==> config.mk <==
export PLATFORM = sky130hd
export DESIGN_NAME = ps2_key_decoder
export DESIGN_NICKNAME = d
export VERILOG_FILES = /design/src/rtl/ps2_key_decoder.sv
export SDC_FILE = /design/constraint.sdc
export NUM_CORES = 1
export LEC_CHECK = 0
export CORE_AREA = 2 2 104 106
export CTS_CLUSTER_DIAMETER = 30
export CTS_CLUSTER_SIZE = 40
export DETAILED_ROUTE_END_ITERATION = 8
export DIE_AREA = 0 0 106 108
export GPL_TIMING_DRIVEN = 0
export PLACE_DENSITY = 0.72
export REMOVE_ABC_BUFFERS = 1
export SETUP_SLACK_MARGIN = 0.15
export SLEW_MARGIN = 5
export SYNTH_ARGS = -nofsm -noshare
export SYNTH_HDL_FRONTEND = slang
export SYNTH_SLANG_ARGS = --single-unit
==> constraint.sdc <==
create_clock -name clk -period 3.52 [get_ports clk]
set_input_delay 0.704 -clock clk [delete_from_list [all_inputs] [get_ports clk]]
set_output_delay 0.704 -clock clk [all_outputs]
set_load 0.05 [all_outputs]
==> src/rtl/ps2_key_decoder.sv <==
// PS/2 keyboard front end: 2-FF oversampling, frame check, E0/F0 prefix decode,
// first-word fall-through key-event FIFO and snake direction with no-reversal rule.
module ps2_key_decoder #(
    parameter int FIFO_DEPTH     = 4,
    parameter int TIMEOUT_CYCLES = 5000,
    parameter int ERR_W          = 8
) (
    input  logic             clk,
    input  logic             rst,
    input  logic             scl,
    input  logic             sda,
    output logic [2:0]       direction,
    output logic             dir_changed,
    output logic [7:0]       evt_code,
    output logic             evt_ext,
    output logic             evt_break,
    output logic             evt_valid,
    input  logic             evt_ready,
    output logic             fifo_full,
    output logic [ERR_W-1:0] err_cnt
);

    localparam int AW = $clog2(FIFO_DEPTH);
    localparam int CW = AW + 1;
    localparam int TW = $clog2(TIMEOUT_CYCLES + 1);

    localparam logic [2:0] DIR_W   = 3'b011;
    localparam logic [2:0] DIR_A   = 3'b010;
    localparam logic [2:0] DIR_S   = 3'b001;
    localparam logic [2:0] DIR_D   = 3'b000;
    localparam logic [2:0] DIR_RST = 3'b100;

    typedef enum logic [2:0] {
        S_IDLE,
        S_DATA,
        S_PARITY,
        S_STOP,
        S_CHECK
    } rx_state_e;

    typedef struct packed {
        logic [7:0] code;
        logic       ext;
        logic       brk;
    } evt_t;

    logic            scl_s1_q, scl_s2_q, scl_prev_q;
    logic            sda_s1_q, sda_s2_q;
    logic            fall;

    rx_state_e       state_q, state_d;
    logic [7:0]      shift_q, shift_d;
    logic [2:0]      bit_cnt_q, bit_cnt_d;
    logic            par_q, par_d;
    logic            stop_q, stop_d;
    logic [TW-1:0]   tmo_q, tmo_d;
    logic            byte_good;
    logic            err_inc;

    logic            ext_q, ext_d;
    logic            brk_q, brk_d;
    logic            push;

    logic [2:0]      dir_q, dir_d;
    logic            dir_changed_q, dir_changed_d;

    logic [ERR_W-1:0] err_q;

    evt_t            mem_q [FIFO_DEPTH];
    evt_t            head;
    logic [AW-1:0]   wr_ptr_q, rd_ptr_q;
    logic [CW-1:0]   cnt_q;
    logic            empty, full, push_ok, pop_ok;

    always_ff @(posedge clk) begin
        if (rst) begin
            scl_s1_q   <= 1'b1;
            scl_s2_q   <= 1'b1;
            scl_prev_q <= 1'b1;
            sda_s1_q   <= 1'b1;
            sda_s2_q   <= 1'b1;
        end else begin
            scl_s1_q   <= scl;
            scl_s2_q   <= scl_s1_q;
            scl_prev_q <= scl_s2_q;
            sda_s1_q   <= sda;
            sda_s2_q   <= sda_s1_q;
        end
    end

    assign fall = scl_prev_q & ~scl_s2_q;

    always_ff @(posedge clk) begin
        if (rst) begin
            state_q   <= S_IDLE;
            shift_q   <= '0;
            bit_cnt_q <= '0;
            par_q     <= 1'b0;
            stop_q    <= 1'b0;
            tmo_q     <= '0;
        end else begin
            state_q   <= state_d;
            shift_q   <= shift_d;
            bit_cnt_q <= bit_cnt_d;
            par_q     <= par_d;
            stop_q    <= stop_d;
            tmo_q     <= tmo_d;
        end
    end

    always_comb begin
        state_d   = state_q;
        shift_d   = shift_q;
        bit_cnt_d = bit_cnt_q;
        par_d     = par_q;
        stop_d    = stop_q;
        tmo_d     = tmo_q;
        byte_good = 1'b0;
        err_inc   = 1'b0;
        case (state_q)
            S_IDLE: begin
                tmo_d     = '0;
                bit_cnt_d = '0;
                if (fall && !sda_s2_q) begin
                    state_d = S_DATA;
                end
            end
            S_DATA, S_PARITY, S_STOP: begin
                if (fall) begin
                    tmo_d = '0;
                    if (state_q == S_DATA) begin
                        shift_d   = {sda_s2_q, shift_q[7:1]};
                        bit_cnt_d = bit_cnt_q + 3'd1;
                        if (bit_cnt_q == 3'd7) begin
                            state_d = S_PARITY;
                        end
                    end else if (state_q == S_PARITY) begin
                        par_d   = sda_s2_q;
                        state_d = S_STOP;
                    end else begin
                        stop_d  = sda_s2_q;
                        state_d = S_CHECK;
                    end
                end else if (tmo_q == TW'(TIMEOUT_CYCLES - 1)) begin
                    // This is the TIMEOUT_CYCLES-th quiet cycle in a row.
                    tmo_d   = '0;
                    err_inc = 1'b1;
                    state_d = S_IDLE;
                end else begin
                    tmo_d = tmo_q + TW'(1);
                end
            end
            S_CHECK: begin
                state_d = S_IDLE;
                if ((^{shift_q, par_q}) && stop_q) begin
                    byte_good = 1'b1;
                end else begin
                    err_inc = 1'b1;
                end
            end
            default: state_d = S_IDLE;
        endcase
    end

    always_comb begin
        ext_d = ext_q;
        brk_d = brk_q;
        push  = 1'b0;
        if (err_inc) begin
            ext_d = 1'b0;
            brk_d = 1'b0;
        end else if (byte_good) begin
            if (shift_q == 8'hE0) begin
                ext_d = 1'b1;
            end else if (shift_q == 8'hF0) begin
                brk_d = 1'b1;
            end else begin
                push  = 1'b1;
                ext_d = 1'b0;
                brk_d = 1'b0;
            end
        end
    end

    // Opposite pairs differ only in bit 1, so a request is blocked when the
    // current direction equals the request with bit 1 flipped.
    always_comb begin
        dir_d = dir_q;
        if (push && !brk_q) begin
            case (shift_q)
                8'h75:   dir_d = (dir_q == DIR_S) ? dir_q : DIR_W;
                8'h6B:   dir_d = (dir_q == DIR_D) ? dir_q : DIR_A;
                8'h72:   dir_d = (dir_q == DIR_W) ? dir_q : DIR_S;
                8'h74:   dir_d = (dir_q == DIR_A) ? dir_q : DIR_D;
                8'h29:   dir_d = DIR_RST;
                default: dir_d = dir_q;
            endcase
        end
        dir_changed_d = (dir_d != dir_q);
    end

    always_ff @(posedge clk) begin
        if (rst) begin
            ext_q         <= 1'b0;
            brk_q         <= 1'b0;
            dir_q         <= DIR_RST;
            dir_changed_q <= 1'b0;
            err_q         <= '0;
        end else begin
            ext_q         <= ext_d;
            brk_q         <= brk_d;
            dir_q         <= dir_d;
            dir_changed_q <= dir_changed_d;
            if (err_inc && (err_q != {ERR_W{1'b1}})) begin
                err_q <= err_q + ERR_W'(1);
            end
        end
    end

    assign empty   = (cnt_q == '0);
    assign full    = (cnt_q == CW'(FIFO_DEPTH));
    assign pop_ok  = evt_ready & ~empty;
    assign push_ok = push & (~full | pop_ok);

    always_ff @(posedge clk) begin
        if (push_ok) begin
            mem_q[wr_ptr_q] <= '{code: shift_q, ext: ext_q, brk: brk_q};
        end
    end

    always_ff @(posedge clk) begin
        if (rst) begin
            wr_ptr_q <= '0;
            rd_ptr_q <= '0;
            cnt_q    <= '0;
        end else begin
            if (push_ok) begin
                wr_ptr_q <= wr_ptr_q + AW'(1);
            end
            if (pop_ok) begin
                rd_ptr_q <= rd_ptr_q + AW'(1);
            end
            case ({push_ok, pop_ok})
                2'b10:   cnt_q <= cnt_q + CW'(1);
                2'b01:   cnt_q <= cnt_q - CW'(1);
                default: cnt_q <= cnt_q;
            endcase
        end
    end

    assign head        = mem_q[rd_ptr_q];
    assign evt_valid   = ~empty;
    assign evt_code    = empty ? 8'h00 : head.code;
    assign evt_ext     = empty ? 1'b0  : head.ext;
    assign evt_break   = empty ? 1'b0  : head.brk;
    assign fifo_full   = full;
    assign direction   = dir_q;
    assign dir_changed = dir_changed_q;
    assign err_cnt     = err_q;

endmodule
**Word level (Yosys, flattened, before mapping)**

Memories as Yosys holds them, arrays and structs flattened. A register that Yosys moved wholly into a read port is not among the register bits.
Cells that the tools add are included.

- Input bits: 5
- Output and inout port bits: 24
- Flip-flop bits (word level): 55
- ROM bits: 0
- Memories: 1
- Latch bits: 0
- RAM bits: 40
- Logic and storage cells: 125

- Mux-type cells: 40
- Order comparisons: 0
- $mul: 0
- Divide/modulo/power cells: 0
- $add $sub $neg: 7
- Equal/unequal tests: 27
- Bitwise gates (word level): 10
- Shift operators: 0
- Reductions and logical operators: 21

Memory list:

| memory | depth | bits a word | rd ports | clocked after memory_dff | write ports | RTL line | source |
|---|---|---|---|---|---|---|---|
| mem_q | 4 | 10 | 1 | 1 | 1 | 69 | `evt_t mem_q [FIFO_DEPTH];` |

Operators with widths:

| operator | count |
|---|---|
| $mux 3 | 13 |
| $eq 8x7->1 const B | 4 |
| $mux 13 | 2 |
| $pmux 13 s2 | 1 |
| $pmux 3 s2 | 3 |
| $eq 8x8->1 const B | 2 |
| $mux 1 | 16 |
| $pmux 3 s5 | 1 |
| $add 13x1->13 const B | 1 |
| $eq 13x13->1 const B | 1 |
| $eq 3x2->1 const B | 4 |
| $eq 3x3->1 const B | 3 |
| $logic_not 3->1 | 3 |
| $reduce_and 3->1 | 3 |
| $reduce_xor 9->1 | 1 |
| $add 8x1->8 const B | 1 |
| $eq 8x6->1 const B | 1 |
| $mux 8 | 1 |
| $ne 2x2->1 const B | 4 |
| $ne 8x8->1 const B | 1 |
| $reduce_and 4->1 | 2 |
| $add 3x1->3 const B | 2 |
| $eq 3x1->1 const B | 2 |
| $not 1->1 | 6 |
| other kinds (17) | 27 |

**Logic depth before layout (Yosys ltp)**

Gate-level depths: netlist of run 1.

- Depth after elaboration: 9
- Depth in mapped cells: 10
- Mapped depth without buffers: 9

**Least setup slack after synthesis of run 1**

No wires, ideal clock.

- Kind: reg-to-reg
- Start: register state_q[0]
- End: register cnt_q[2]
- Clock period less this slack: 2,555 ps
- Data required time: 3,392 ps
- Slack: 965 ps
- Setup time: 128 ps
- Path buffers: 1
- Arrival time: 2,428 ps
- Cell stages (with the launch flop): 11
- Path through: dfxtp_1 > buf_2 > nor3b_1 > o2111ai_1 > mux2i_4 > nor2_1 > fa_1 > or2_2 > o22ai_1 > xnor2_1 > nor2_1

- Cells in the longest elaborated chain, start to end: 7
- Elaborated cells between the ends (all ways): 14
- Those cells by class: 6 x eq/ne; 5 x mux; 1 x bitwise; 2 x reduce/logical

Ends and longest elaborated chain:

| what | RTL line | source |
|---|---|---|
| start: declaration | 51 | `rx_state_e state_q, state_d;` |
| start signal: assignment | 102 | `state_q <= state_d;` |
| $eq 3x1->1, or another cell as far along | 120 | `case (state_q)` |
| $reduce_or 3->1 or $mux 1 (tied branches) | 120 |  |
| $pmux 1 s2 or $mux 1 (tied branches) | 120, 172 |  |
| $mux 1 (*) | 169 | `if (err_inc) begin` |
| $and 1x1->1 (*) | 223 | `assign push_ok = push & (~full \| pop_ok);` |
| $eq 2x1->1 or $eq 2x2->1 (tied branches) | 243 | `case ({push_ok, pop_ok})` |
| $pmux 3 s2 or $reduce_bool 2->1 (tied branches) | - |  |
| end signal: assignment | 244 | `2'b10: cnt_q <= cnt_q + CW'(1);` |
| end signal: assignment | 245 | `2'b01: cnt_q <= cnt_q - CW'(1);` |
| end signal: assignment | 246 | `default: cnt_q <= cnt_q;` |
| end: declaration | 72 | `logic [CW-1:0] cnt_q;` |

Mark *: on every way between the ends. The rest lies on a longest branch, timed or not.
A chain may end at the register's enable or synchronous reset.

**Worst setup path in the final report of run 1**

- Start: register shift_q[1]
- End: register cnt_q[2]

- Cells in the longest elaborated chain, start to end: 9
- Elaborated cells between the ends (all ways): 17
- Those cells by class: 4 x eq/ne; 9 x mux; 1 x bitwise; 3 x reduce/logical

Ends and longest elaborated chain:

| what | RTL line | source |
|---|---|---|
| start: declaration | 52 | `logic [7:0] shift_q, shift_d;` |
| start signal: assignment | 103 | `shift_q <= shift_d;` |
| $reduce_xor 9->1 | 155 | `if ((^{shift_q, par_q}) && stop_q) begin` |
| $logic_and 1x1->1 | 155 |  |
| $mux 1 | 155 |  |
| $mux 1 | 120 |  |
| $mux 1 | 172 | `end else if (byte_good) begin` |
| $mux 1 (*) | 169 |  |
| $and 1x1->1 (*) | 223 |  |
| $eq 2x1->1 or $eq 2x2->1 (tied branches) | 243 |  |
| $pmux 3 s2 or $reduce_bool 2->1 (tied branches) | - |  |

Marks and branches as above.

==> flow_results.org, run 1 <==
** Synthesis
- Cell type contributing the most total cell area after synthesis :: sky130_fd_sc_hd__edfxtp_1
- For this run, the number of Yosys warnings is 0.
- The synthesized design contains 40 enable-type register cells.
- After synthesis the cells add up to 4509 um^2.
- Count of unique library cells instantiated by Yosys :: 68
- For this run, the register share of the synthesized area comes to 0.5194.
- Avg Inst Size Synth :: 11.00 um^2
- Ranked by total cell area, the synthesized netlist is headed by sky130_fd_sc_hd__edfxtp_1 (27%), sky130_fd_sc_hd__dfxtp_1 (25%), sky130_fd_sc_hd__mux4_2 (5.0%).
- For this run, asynchronously set or reset flops after synthesis account for 0.
- In the synthesized netlist, the number of instances is 410.
- Number of synthesized register bits :: 97
- Share of the synthesized area in the top cell type :: 0.2664
- Synth Flop Type :: sky130_fd_sc_hd__dfxtp_1

** Worst setup path
- Critical path start-end classification :: reg2reg
- Endpoint of the lowest-slack register-to-register path :: cnt_q[2]
- Data arrives at the worst endpoint at 3.31 ns.
- In this run the critical register-to-register path is launched from shift_q[1].
- By instance count, the cell type seen most on the critical path is sky130_fd_sc_hd__nor2_1.
- Along the worst path, the maximum fanout reaches 20.
- CP Data Required Time :: 3.75 ns
- STA classifies the critical path endpoint as a flip-flop.
- Internal reg-to-reg setup slack :: 0.44 ns
- On the critical path, the stage with the largest delay is an instance of sky130_fd_sc_hd__dfxtp_1.
- Worst reg-to-reg path cell count :: 9
- The worst setup path is launched from a flip-flop.
- Cell breakdown of the critical path :: xor3_1, o2111ai_1, mux2i_4, nor2_1, fa_1, or2_2, o22ai_1, xnor2_1, nor2_1
- Crit path largest cell delay :: 0.80 ns

** STA
- Max transition margin :: 0.2162
- Transition time of the tightest slew-check pin :: 1.167 ns
- The worst path in the final design needs a cycle of 3.077 ns, including I/O delays and setup.
- The final number of max-transition violations is 0.
- The clock arrives with 0.01064 ns of skew.
- Sum of negative setup slack :: 0 ns
- Count of endpoints failing hold in the final timing report :: 0
- Based on the critical path, the design can be clocked at up to 0.3250 GHz.
- Setup repair after global routing left no endpoint under its margin.
- Number of setup violations in the final report :: 0
- Fin crit share :: 0.8740

** Placement
- Routability-driven placement finished with a final weighted congestion of 0.7998.
- In this run the tool buffered the top-level ports with 28 buffer cells.
- The HPWL after detailed placement is 5473 um.
- DP Area :: 4876 um^2

** Floorplan
- Standard-cell row count :: 37
- Boundary pin count :: 29
- The initial utilization of the core area, before any placement, comes to 0.4407.
- The core region is 10,230 um^2.
- Die ar. :: 11,450 um^2
- Die outline width :: 106 um
- The floorplan step set the die height to 108 um.

** Clock network
- TritonCTS clock tree :: built
- In this run, CTS created clock tree buffers numbering 9.
- Clock root buffer :: sky130_fd_sc_hd__clkbuf_8
- Post-CTS timing repair inserted 0 buffers for setup.
- Post-CTS sizing :: 0
- The clock reaches the later pin of the worst-skew pair after 0.36 ns.
- H-tree depth :: 3
- Post-CTS clock slew at the launch and capture registers of the worst setup and hold paths :: 0.10 ns
- Sink Count :: 97
- Buffers inserted to repair hold after CTS numbered 0.
- Maximum buffer depth of the clock tree :: 2

** Drt
- Number of DRC violations after detailed routing :: 0
- Via-to-Cell Ratio :: 5.432
- The detail route stage leaves a number of antenna-violating nets equal to 0.
- The final route contains 3,107 vias.
- After detailed routing, the average wire length per cell comes to 14.22 um.
- After detailed routing, the total wire length is 8135 um.
- TritonRoute pass-1 iters :: 5
- Number of DRC violations after detailed-routing iteration 0 :: 140

** Global routing
- GR Overflow Total :: 0
- The initial antenna violation count was 0.
- Entering global routing, the biggest net connects 51 pins.
- The first global-routing pass estimated 14,180 um of wire.
- Number of global-route vias before repair :: 3,061
- Overall global routing resource usage :: 0.1532

** Min path
- Along the worst hold path, the cell count comes to 1.
- HP Start :: sda_s1_q
- Endpoint with the worst hold slack :: sda_s2_q
- The min-delay analysis places its worst path in the category reg2reg.

** Finish
- Summed area of non-filler cells in the final layout :: 5070 um^2
- The layout has 899 filler cells.
- For this run, the post-layout net count is 445.
- Leading cell type in the layout, fill and taps excluded :: sky130_fd_sc_hd__dfxtp_1
- Area growth from synthesis to final layout :: 12.43%
- ANT cells :: 0
- Fraction of final layout cells sized beyond drive strength 1 :: 0.1147
- The top cell types in the final layout, fill and taps aside, are sky130_fd_sc_hd__dfxtp_1 (56), sky130_fd_sc_hd__nor2_1 (41), sky130_fd_sc_hd__edfxtp_1 (40), sky130_fd_sc_hd__nand2_1 (31), sky130_fd_sc_hd__clkdlybuf4s50_1 (27).

** Outcome
- The run finished with clean final reports.

** Flow run
- Max-cap violations in this run came to 0.

** Power and ir drop
- Maximum VDD drop :: 0.0002549 V
- In this run the static leakage power is 1.718 nW.
- Pwr per Cell Area :: 409.1 nW/um^2
[power breakdown]
part	leakage [nW]	internal (mW)	switching (mW)	total, mW
Clock	0.0994	0.278	0.431	0.708
Sequential	0.831	1.17	0.0190	1.19
Combinational	0.788	0.0665	0.107	0.174
Total	1.72	1.52	0.557	2.07
[flip-flops by register name, summed over array words and instances, names as in the netlist, 2 cells and up, named ones only]
| name | flops |
|---|---|
| bit_cnt_q | 3 |
| rd_ptr_q | 2 |
| mem_q | 40 |
| shift_q | 8 |
| state_q | 3 |
| err_cnt | 8 |
| wr_ptr_q | 2 |
| tmo_q | 13 |
| direction | 3 |
| cnt_q | 3 |
[cell families after synthesis]
| kind of cell | Yosys count | share of synthesized area |
|---|---|---|
| and+or+nand+nor | 165 | 0.1940 |
| DFF | 97 | 0.5194 |
| AOI/OAI and AO/OA | 68 | 0.1024 |
| buffers and inverters | 27 | 0.02497 |
| xor gates and xnor gates | 23 | 0.05438 |
| muxes | 21 | 0.07825 |
| adders and majority gates | 9 | 0.02664 |
[metal layers]
metal | vias to the layer above | part of all wire | GRT usage
li1 | 1547 | - | -
met1 | 1500 | 0.47 | 0.1976
met2 | 48 | 0.49 | 0.2585
met3 | 12 | 0.025 | 0.03014
met4 | 0 | 0.014 | 0.05545
met5 | - | 0 | 0
[worst max-delay path by stage]
stage | start | end | slack (ns) | cells after the start
after floorplan | state_q[2] | cnt_q[2] | 0.84 | 9
after detailed placement | state_q[2] | cnt_q[2] | 0.25 | 9
final | shift_q[1] | cnt_q[2] | 0.44 | 9
after global routing | state_q[2] | cnt_q[2] | 0.21 | 9
after CTS | flip-flop | evt_code[3] | 0.17 | 3
after global placement | rst | tmo_q[7] | 0.08 | 4
[final cells by class]
type                    instances  area (um^2)  area share
clock buffers                   9        123.9     0.02443
clock inverters                 7        63.81     0.01259
multi-input cells             286         2059      0.4062
inverters                       9        33.78    0.006663
flip-flops and latches         97         2344      0.4622
well taps                     136        170.2     0.03356
repair buffers                 28        275.3     0.05429
[cells in the mapped netlist (all sizes together), types with 3 or more instances]
library cell and n:
ha 8, a211oi 3, mux2 4, and2 16
xor2 10, nor3b 3, nand4 5, buf 7
dfxtp 57, nor2b 5, inv 9, or4 3
a21oi 25, o211ai 4, or2 7, xnor2 10
o21ai 7, clkbuf 11, o31ai 3, o2111ai 6
and3 11, nor2 41, mux2i 7, edfxtp 40
nor3 6, nand3 18, nand3b 3, or3 5
nand2 31, mux4 10
[metrics by stage]
step / power [mW] / worst slack [ns] / hold slack, ns / util / std cells
3_3_place_gp: 1.389 / 0.08272 / 0.3918 / 0.4771 / 556
5_1_grt: 2.154 / 0.2098 / 0.4386 / 0.4955 / 572
6_report: 2.074 / 0.4435 / 0.4172 / 0.4955 / 572
2_1_floorplan: 1.337 / 0.8398 / 0.3895 / - / 392
3_5_place_dp: 1.391 / 0.2544 / 0.3932 / 0.4766 / 556
4_1_cts: 2.091 / 0.1722 / 0.4189 / 0.4949 / 572
[critical path: cells and delay by family (launching register included)]
| kind | cells | cell delay (ns) |
|---|---|---|
| simple gates | 3 | 0.45 |
| xor+xnor | 2 | 0.61 |
| fa+ha+maj | 1 | 0.39 |
| flops | 1 | 0.80 |
| mux | 1 | 0.31 |
| compound gates | 2 | 0.39 |
(Power assumes the default switching activity.)
==> run 2, diff against run 1 <==
--- a/config.mk
+++ b/config.mk
@@ -5,6 +5,7 @@
 export SDC_FILE = /design/constraint.sdc
 export NUM_CORES = 1
 export LEC_CHECK = 0
+export CAP_MARGIN = 25
 export CORE_AREA = 2 2 104 106
 export CTS_CLUSTER_DIAMETER = 30
 export CTS_CLUSTER_SIZE = 40
==> run 2 against run 1 <==
Combinational power barely moved. Die area unchanged. Critical path type unchanged. Sequential power is essentially flat. First-iteration DRC count up 22%. Setup slack gained 0.012 ns. Sequential share of layout area is 0.068 points lower. Flip-flop and latch count did not move.
==> flow_results.org, run 2 (synthesis gave the netlist of run 1 again) <==
** Outcome
- Run status: complete, no violations (unchanged).

** STA
- The final number of max-transition violations is 0 (unchanged).
- Hold_ws :: 0.4222 ns (was 0.4172 ns)
- The part of the cycle the worst path needs came to 0.8706 (was 0.8740).
- Peak clock frequency supported by timing :: 0.3263 GHz (was 0.3250 GHz)
- Unrepaired setup endpoints after global routing :: false (unchanged)
- Final period demand of the worst path :: 3.065 ns (was 3.077 ns)
- Transition time of the tightest slew-check pin :: 0.8868 ns (was 1.167 ns)
- Count of endpoints failing hold in the final timing report :: 0 (unchanged)
- Number of setup violations in the final report :: 0 (unchanged)
- Clock skew after layout :: 0.007450 ns (was 0.01064 ns)
- The worst slew margin relative to its limit was 0.4088 (was 0.2162).
- Sum of negative setup slack :: 0 ns (unchanged)

** Floorplan
- The number of top-level pins came to 29 (unchanged).
- The starting utilization of the core area came to 0.4407 (unchanged).
- Die ar. :: 11,450 um^2 (unchanged)
- Standard-cell row count :: 37 (unchanged)
- Die outline width :: 106 um (unchanged)
- CORE AREA :: 10,230 um^2 (unchanged)
- Height of the die :: 108 um (unchanged)

** Finish
- Fraction of final layout cells sized beyond drive strength 1 :: 0.1167 (was 0.1147)
- Largest register by flop count :: mem_q (unchanged)
- The post-route cell area came to 5077 um^2 (was 5070 um^2).
- Largest registers: mem_q: 40 flops, tmo_q: 13 flops (unchanged).
- The flip-flop count of the largest register, all copies and words added came to 40 (unchanged).
- Commonest non-fill, non-tap cells in the layout: sky130_fd_sc_hd__dfxtp_1 (56), sky130_fd_sc_hd__nor2_1 (41), sky130_fd_sc_hd__edfxtp_1 (40), sky130_fd_sc_hd__nand2_1 (31), sky130_fd_sc_hd__clkdlybuf4s50_1 (27) (unchanged).
- Leading cell type in the layout, fill and taps excluded :: sky130_fd_sc_hd__dfxtp_1 (unchanged)
- Area growth from synthesis to final layout :: 12.60% (was 12.43%)
- The antenna diode count was 0 (unchanged).
- The final layout net count is 446 (was 445).

** Min path
- The classification of the worst-slack hold path is reg2reg (unchanged).

** Drt
- Via-to-Cell Ratio :: 5.508 (was 5.432)
- TritonRoute pass-1 iters :: 4 (was 5)
- The average detailed-routed wire length per instance is 14.16 um (was 14.22 um).
- Antenna Violating Nets Remaining :: 0 (unchanged)
- The DRC violation count after routing was 0 (unchanged).
- Number of DRC violations after detailed-routing iteration 0 :: 171 (was 140)
- The routed wire length was 8111 um (was 8135 um).
- The via count is 3,156 (was 3,107).

** Global routing
- Pin count of the biggest net entering global routing :: 51 (unchanged)
- Global-route wire length before repair :: 14,090 um (was 14,180 um)
- The number of global-route vias before repair came to 3,093 (was 3,061).
- Number of antenna violations at the first check in global routing :: 0 (unchanged)
- The overall routing resource usage was 0.1506 (was 0.1532).
- GR Overflow Total :: 0 (unchanged)

** Clock network
- The hold-fix buffer count after cts is 0 (unchanged).
- The clock-pin transition on the worst setup and hold timing paths was 0.10 ns (about the same).
- Sink Count :: 97 (unchanged)
- Clock root buffer :: sky130_fd_sc_hd__clkbuf_8 (unchanged)
- The TritonCTS clock tree is built (unchanged).
- The clock tree buffer depth was 2 (unchanged).
- The setup fix buffers added after clock tree synthesis is 0 (unchanged).
- The total CTS buffers was 9 (unchanged).
- The H-tree level count came to 3 (unchanged).
- Worst-skew pair later-pin latency :: 0.36 ns (about the same)

** Worst setup path
- The startpoint class of the critical path is a flip-flop (unchanged).
- The required time at the endpoint of the critical path is 3.75 ns (about the same).
- The data arrival time of the critical path is 3.30 ns (was 3.31 ns).
- The type of element capturing the critical path is a flip-flop (unchanged).
- Biggest fanout along the worst timing path :: 20 (unchanged)
- Critical path start-end classification :: reg2reg (unchanged)

** Placement
- The placed wire-length estimate after detailed placement was 5476 um (was 5473 um).
- The post-detailed-placement cell area was 4881 um^2 (was 4876 um^2).
- RePlAce Congestion :: 0.7998 (unchanged)
- The total of buffers placed on input and output ports was 28 (unchanged).

** Power and ir drop
- The leakage power was 1.722 nW (was 1.718 nW).
- Pwr per Cell Area :: 408.3 nW/um^2 (was 409.1 nW/um^2)
- Maximum VDD drop :: 0.0001998 V (was 0.0002549 V)

** Flow run
- The max-capacitance violation count came to 0 (unchanged).
## run 2: repair_timing
action | 4_1_cts | 5_1_grt
resized for setup | 0 | 2
endpoints found under the hold margin | 0 | 0
setup endpoints to repair | 0 | 11
## run 2: layer usage
| metal | GRT usage | vias up | wire length, um |
|---|---|---|---|
| met2 | 0.2544 | 63 | 3922 |
| met1 | 0.1953 | 1521 | 3742 |
| met4 | 0.04417 | 0 | 131 |
| li1 | - | 1559 | - |
| met5 | 0 | - | 0 |
| met3 | 0.03436 | 13 | 315 |
## run 2: worst max-delay path, stage by stage, from the launching register on
cell and delay, ns:
sky130_fd_sc_hd__dfxtp_1 0.80, sky130_fd_sc_hd__xor3_1 0.46, sky130_fd_sc_hd__o2111ai_1 0.20, sky130_fd_sc_hd__mux2i_4 0.31, sky130_fd_sc_hd__nor2_1 0.10, sky130_fd_sc_hd__fa_1 0.39
sky130_fd_sc_hd__or2_2 0.30, sky130_fd_sc_hd__o22ai_1 0.17, sky130_fd_sc_hd__xnor2_1 0.14, sky130_fd_sc_hd__nor2_1 0.05
## run 2: cell type report
type | count | area [um^2]
fillers | 895 | 5154
flip-flops and latches | 97 | 2344
multi-input cells | 286 | 2059
repair buffers | 29 | 280.3
well taps | 136 | 170.2
clock buffers | 9 | 123.9
clock inverters | 7 | 66.31
inverters | 9 | 33.78
## run 2: power by group
group / total (mW) / internal [mW] / switching (mW)
logic: 0.175 / 0.0675 / 0.108
registers: 1.19 / 1.17 / 0.0189
clock network: 0.706 / 0.279 / 0.427
## run 2: worst paths after layout
check | start | end | slack [ns] | cells past startpoint
worst min-delay path | scl_s1_q | scl_s2_q | 0.42 | 1
worst max register to register | shift_q[1] | cnt_q[2] | 0.46 | 9
worst max-delay path | shift_q[1] | cnt_q[2] | 0.46 | 9
worst min register to register | scl_s1_q | scl_s2_q | 0.42 | 1
## run 2: through the flow
stage | power [mW] | utilization | std cells | setup slack [ns]
6_report | 2.073 | 0.4963 | 573 | 0.4554
3_5_place_dp | 1.393 | 0.4771 | 557 | 0.2778
3_3_place_gp | 1.389 | 0.4771 | 556 | 0.08272
2_1_floorplan | 1.337 | - | 392 | 0.8398
4_1_cts | 2.091 | 0.4957 | 573 | 0.1740
5_1_grt | 2.150 | 0.4963 | 573 | 0.2311
==> run 3, diff against run 2 <==
--- a/config.mk
+++ b/config.mk
@@ -7,6 +7,7 @@
 export LEC_CHECK = 0
 export CAP_MARGIN = 25
 export CORE_AREA = 2 2 104 106
+export CTS_BUF_LIST = sky130_fd_sc_hd__clkbuf_4 sky130_fd_sc_hd__clkbuf_8 sky130_fd_sc_hd__clkbuf_16
 export CTS_CLUSTER_DIAMETER = 30
 export CTS_CLUSTER_SIZE = 40
 export DETAILED_ROUTE_END_ITERATION = 8
==> results of run 3 <==
Final layout, timing and power as in run 2 (identical DEF).
